### config.mk
export PLATFORM = sky130hd
export DESIGN_NAME = cdb_arbiter
export DESIGN_NICKNAME = d
export VERILOG_FILES = /design/src/rtl/fcpu_pkg.sv /design/src/rtl/rr_priority_pick.sv /design/src/rtl/cdb_arbiter.sv
export SDC_FILE = /design/constraint.sdc
export NUM_CORES = 1
export LEC_CHECK = 0
export ABC_AREA = 0
export BUFFER_PORTS_ARGS = -buffer_cell sky130_fd_sc_hd__buf_2
export CAP_MARGIN = 15
export CELL_PAD_IN_SITES_DETAIL_PLACEMENT = 1
export CELL_PAD_IN_SITES_GLOBAL_PLACEMENT = 2
export CORE_MARGIN = 2
export CORE_UTILIZATION = 31
export CTS_CLUSTER_DIAMETER = 40
export CTS_CLUSTER_SIZE = 28
export DETAILED_ROUTE_END_ITERATION = 12
export GPL_TIMING_DRIVEN = 0
export PLACE_DENSITY = 0.82
export SLEW_MARGIN = 20
export SYNTH_ARGS = -nofsm -noshare
export SYNTH_HDL_FRONTEND = slang
export SYNTH_HIERARCHICAL = 1
export SYNTH_SLANG_ARGS = --single-unit
### constraint.sdc
create_clock -name clk -period 8.6 [get_ports clk]
set_input_delay 2.15 -clock clk [delete_from_list [all_inputs] [get_ports clk]]
set_output_delay 2.15 -clock clk [all_outputs]
set_load 0.02 [all_outputs]
### src/rtl/fcpu_pkg.sv
// rtl/fcpu_pkg.sv - shared core widths and CDB requester index assignment
package fcpu_pkg;
  localparam int RSV_ID_W  = 6;
  localparam int DATA_W    = 32;
  localparam int CDB_W     = RSV_ID_W + DATA_W;

  localparam int CDB_N_REQ = 4;
  localparam int CDB_REQ_ALU = 0;
  localparam int CDB_REQ_FPU = 1;
  localparam int CDB_REQ_BRU = 2;
  localparam int CDB_REQ_LSU = 3;
endpackage

### src/rtl/rr_priority_pick.sv
// rtl/rr_priority_pick.sv - rotating-priority find-first-set, one-hot grant plus index
module rr_priority_pick #(
  parameter int N     = 4,
  parameter int IDX_W = $clog2(N)
) (
  input  logic [N-1:0]     req,
  input  logic [IDX_W-1:0] ptr,
  output logic [N-1:0]     gnt,
  output logic [IDX_W-1:0] idx,
  output logic             any
);
  localparam int SW = IDX_W + 1;

  logic [2*N-1:0]   dbl;
  logic [N-1:0]     rot;
  logic [IDX_W-1:0] off;
  logic [SW-1:0]    sum;

  always_comb begin
    // rotate so requester ptr sits at bit 0, then lowest set bit wins
    dbl = {req, req} >> ptr;
    rot = dbl[N-1:0];
    off = '0;
    for (int i = N - 1; i >= 0; i--) begin
      if (rot[i]) off = IDX_W'(i);
    end
    any = |req;
    sum = {1'b0, off} + {1'b0, ptr};
    if (sum >= SW'(N)) sum = sum - SW'(N);
    idx = sum[IDX_W-1:0];
    gnt = any ? (N'(1) << idx) : '0;
  end
endmodule

### src/rtl/cdb_arbiter.sv
// rtl/cdb_arbiter.sv - round-robin arbiter driving the registered common data bus
module cdb_arbiter
  import fcpu_pkg::CDB_N_REQ;
#(
  parameter int N_REQ = CDB_N_REQ,
  parameter int CDB_W = fcpu_pkg::CDB_W
) (
  input  logic                     clk,
  input  logic                     rst,
  input  logic [N_REQ*CDB_W-1:0]   req_data,
  input  logic [N_REQ-1:0]         req_valid,
  output logic [N_REQ-1:0]         req_ready,
  input  logic                     flush,
  output logic [CDB_W-1:0]         cdb,
  output logic                     cdb_valid,
  output logic [$clog2(N_REQ)-1:0] cdb_src,
  output logic [N_REQ*16-1:0]      grant_count
);
  localparam int SRC_W = $clog2(N_REQ);

  logic [SRC_W-1:0] ptr_q, ptr_d;
  logic [CDB_W-1:0] cdb_q, cdb_d;
  logic             cdb_valid_q, cdb_valid_d;
  logic [SRC_W-1:0] cdb_src_q, cdb_src_d;
  logic [15:0]      cnt_q [N_REQ];
  logic [15:0]      cnt_d [N_REQ];

  logic [N_REQ-1:0] gnt;
  logic [SRC_W-1:0] idx;
  logic             any;
  logic             fire;

  rr_priority_pick #(.N(N_REQ), .IDX_W(SRC_W)) u_pick (
    .req (req_valid),
    .ptr (ptr_q),
    .gnt (gnt),
    .idx (idx),
    .any (any)
  );

  always_comb begin
    req_ready   = (rst || flush) ? '0 : gnt;
    fire        = any && !flush && !rst;
    ptr_d       = ptr_q;
    cdb_d       = cdb_q;
    cdb_src_d   = cdb_src_q;
    cdb_valid_d = 1'b0;
    cnt_d       = cnt_q;
    if (fire) begin
      cdb_d       = req_data[idx*CDB_W +: CDB_W];
      cdb_valid_d = 1'b1;
      cdb_src_d   = idx;
      ptr_d       = (idx == SRC_W'(N_REQ - 1)) ? '0 : idx + 1'b1;
      if (cnt_q[idx] != 16'hFFFF) cnt_d[idx] = cnt_q[idx] + 16'd1;
    end
  end

  always_ff @(posedge clk or posedge rst) begin
    if (rst) begin
      ptr_q       <= '0;
      cdb_q       <= '0;
      cdb_valid_q <= 1'b0;
      cdb_src_q   <= '0;
      for (int i = 0; i < N_REQ; i++) cnt_q[i] <= '0;
    end else begin
      ptr_q       <= ptr_d;
      cdb_q       <= cdb_d;
      cdb_valid_q <= cdb_valid_d;
      cdb_src_q   <= cdb_src_d;
      cnt_q       <= cnt_d;
    end
  end

  always_comb begin
    grant_count = '0;
    for (int i = 0; i < N_REQ; i++) grant_count[i*16 +: 16] = cnt_q[i];
  end

  assign cdb       = cdb_q;
  assign cdb_valid = cdb_valid_q;
  assign cdb_src   = cdb_src_q;
endmodule

==> impl_metrics.yaml <==
status:
  outcome: "complete, no violations"
setup_path:
  crit_fanout: 10
  start_kind: "primary input"
  crit_required_ns: 8.82
  critPathKind: "in -> reg"
  crit_chain: "buf_2, nand2_1, a21oi_1, o2bb2ai_1, o21a_1, ha_1, xnor2_1, xnor2_1, buf_4, buf_2, buf_1, buf_1, inv_1, ha_1, nand2_2, buf_4, mux2_1"
  cp.arrival_ns: 6.76
  cpPeakStageDelay_ns: 0.65
  end_kind: "flip-flop"
  cp_slowest_cell: "buf_1"
global_route:
  antenna_found_initial: 0
  grt_pass1_wl_um: 30900
  track_usage_pct: 20.0
  grt_start_max_net_pins: 75
  grt_pass1_vias: 5453
  grt_overflow_total: 0
yosys:
  synth_top_area_share_pct: 44.6
  synth-edff-count: 0
  synth_top_cell_by_area: "dfrtp_1"
  syn_inst: 490
  yosysWarnings: 6
  synth_area_per_cell_um2: 12.3
  async_reset_ff_share_pct: 100
  synth_cell_types: 50
  ys_ff_latch: 107
  syn-num-nets: 655
  synthFlopType: "dfrtp_1"
  ys_seq_area_share_pct: 44.6
  synth_area_leaders: "dfrtp_1, mux4_2, nand2_1, mux2_2, mux2_1"
  synth_area_um2: 6010
final_layout:
  areaGrowthSynthToFinish_pct: 32.6
  stdcell_count: 1032
  fillerInstances: 2167
  antennaDiodeCount: 0
  layout_commonest_cell: "buf_2"
  layout-drive-gt1-share_pct: 50.4
  final_nets: 933
  layout_common_cells: "buf_2, nand2_1, dfrtp_1"
drt:
  wire_per_inst_um: 20.4
  via_per_inst: 4.98
  vias: 5135
  drt_iter0_drc: 120
  drc: 0
  postRouteAntennaNets: 0
  routed_wl_um: 21000
  dr.pass1.iters: 4
place:
  hpwl_um: 16600
  placedCellCount: 1017
  portBuffers: 266
  place_congestion: 0.799
  post-place-ws_ns: 1.67
cts:
  cts_resized: 0
  cts_root_buffer: "clkbuf_16"
  hold_buffers: 0
  cts-buffers-inserted: 9
  cts.sinks: 107
  clk_pin_slew_ns: 0.07
  h-tree-depth: 3
  post_cts_buffers: 0
  cts_buffer_depth: 2
  clkLatencyLatePin_ns: 0.35
  cts_tree: "built"
pwr:
  power_leakage_nw: 4.07
  power_density_nw_per_um2: 367
  power.ir.vdd_worst_v: 0.000119
  total_power_mw: 2.92
sta:
  tightest_slew_ns: 0.997
  relSlewSlack_pct: 33.5
  fin_skew_ns: 0.00883
  setup_ws_ns: 2.06
  setup-violations-final: 0
  rsz0062_at_grt: "false"
  holdWs_ns: 0.473
  period_share_pct: 76.0
  timing.fmax_ghz: 0.153
  fin_setup_tns_ns: 0
  slew_viol_final: 0
  layout_min_cycle_time_ns: 6.54
  hold_viol_final: 0
run:
  maxCapViolations: 0
die:
  die_height_um: 143
  die_x_um: 143
  num_io_pins: 268
  row_count: 50
  dieArea_um2: 20500
  initial_utilization_pct: 31.9
  core_um2: 18800
hold_path:
  min_path_type: "reg -> reg"
[logic make-up after synthesis]
kind of cell | Yosys count | synth area share, %
AO/OA/AOI/OAI | 42 | 5.08
XOR/XNOR | 16 | 2.33
adder cells (fa/ha/maj) | 6 | 1.25
buffers and inverters | 36 | 3.21
flip-flops | 107 | 44.6
multiplexers | 111 | 30.9
AND/OR/NAND/NOR | 172 | 12.7
[report_power, final]
group / total, mW / switching (mW) / leakage, nW / internal, mW
Clock: 0.391 / 0.194 / 0.117 / 0.196
Sequential: 0.735 / 0.0886 / 1.39 / 0.646
Combinational: 1.80 / 1.04 / 2.56 / 0.755
Total: 2.92 / 1.33 / 4.07 / 1.60
[critical path, delay by kind of cell]
family	cells	cell delay [ns]
AO/OA/AOI/OAI	3	0.41
XOR/XNOR	2	0.51
adder cells (fa/ha/maj)	2	0.50
buffers and inverters	7	2.51
multiplexers	1	0.36
AND/OR/NAND/NOR	2	0.28
[cell type report]
| class | instances | area [um2] | area share [%] |
|---|---|---|---|
| Clock buffer | 10 | 229 | 2.87 |
| Timing Repair Buffer | 267 | 1360 | 17.1 |
| Clock inverter | 5 | 38.8 | 0.487 |
| Buffer | 27 | 159 | 1.99 |
| Tap cell | 260 | 325 | 4.08 |
| Sequential cell | 107 | 2680 | 33.6 |
| Inverter | 9 | 38.8 | 0.487 |
| Multi-Input combinational cell | 347 | 3140 | 39.4 |
[routing by layer]
| metal | routed length (um) | global-route usage (%) |
|---|---|---|
| met1 | 8990 | 26.8 |
| met2 | 11000 | 34.3 |
| met3 | 727 | 2.11 |
| met4 | 318 | 5.99 |
| met5 | 0 | 0 |
[state kept, by name, indices dropped and copies added, names as in the netlist]
register / flops
cdb: 38
cdb_src: 2
ptr_q: 2
cdb_valid: 1
grant_count: 64
[synth_stat cells, types with 2 or more instances]
cell / number
a211oi_1: 3
a21oi_1: 12
a31oi_1: 2
and2_1: 4
buf_1: 8
buf_4: 4
buf_6: 5
clkbuf_1: 8
dfrtp_1: 107
ha_1: 6
inv_1: 8
mux2_1: 22
mux2_2: 30
mux2i_1: 4
mux4_2: 54
nand2_1: 131
nand2_2: 2
nand3_1: 7
nand4_1: 3
nor2_1: 7
nor2b_1: 2
nor3_1: 3
nor4_1: 4
o21ai_0: 12
o21ai_1: 3
xnor2_1: 8
xor2_1: 8
[metrics by stage]
stage	instance area (um2)	utilization (%)
floorplan	6010	-
global placement	7660	40.7
detailed placement	7700	40.9
CTS	7970	42.3
global route	7970	42.3
finish	7970	42.3
[final timing paths]
| kind | from | endpoint | slack [ns] | depth (start not counted) |
|---|---|---|---|---|
| worst max-delay path | req_valid[2] | grant_count[24]$_DFFE_PP0P_ | 2.06 | 17 |
| worst min-delay path | cdb_src[1]$_DFFE_PP0P_ | cdb_src[1]$_DFFE_PP0P_ | 0.47 | 2 |
| worst max register to register | ptr_q[1]$_DFFE_PP0P_ | grant_count[24]$_DFFE_PP0P_ | 3.52 | 17 |
| worst min register to register | cdb_src[1]$_DFFE_PP0P_ | cdb_src[1]$_DFFE_PP0P_ | 0.47 | 2 |
| max in group asynchronous | rst | grant_count[51]$_DFFE_PP0P_ | 6.13 | 3 |
| min in group asynchronous | rst | grant_count[12]$_DFFE_PP0P_ | 1.79 | 2 |
(Power assumes the default switching activity.)
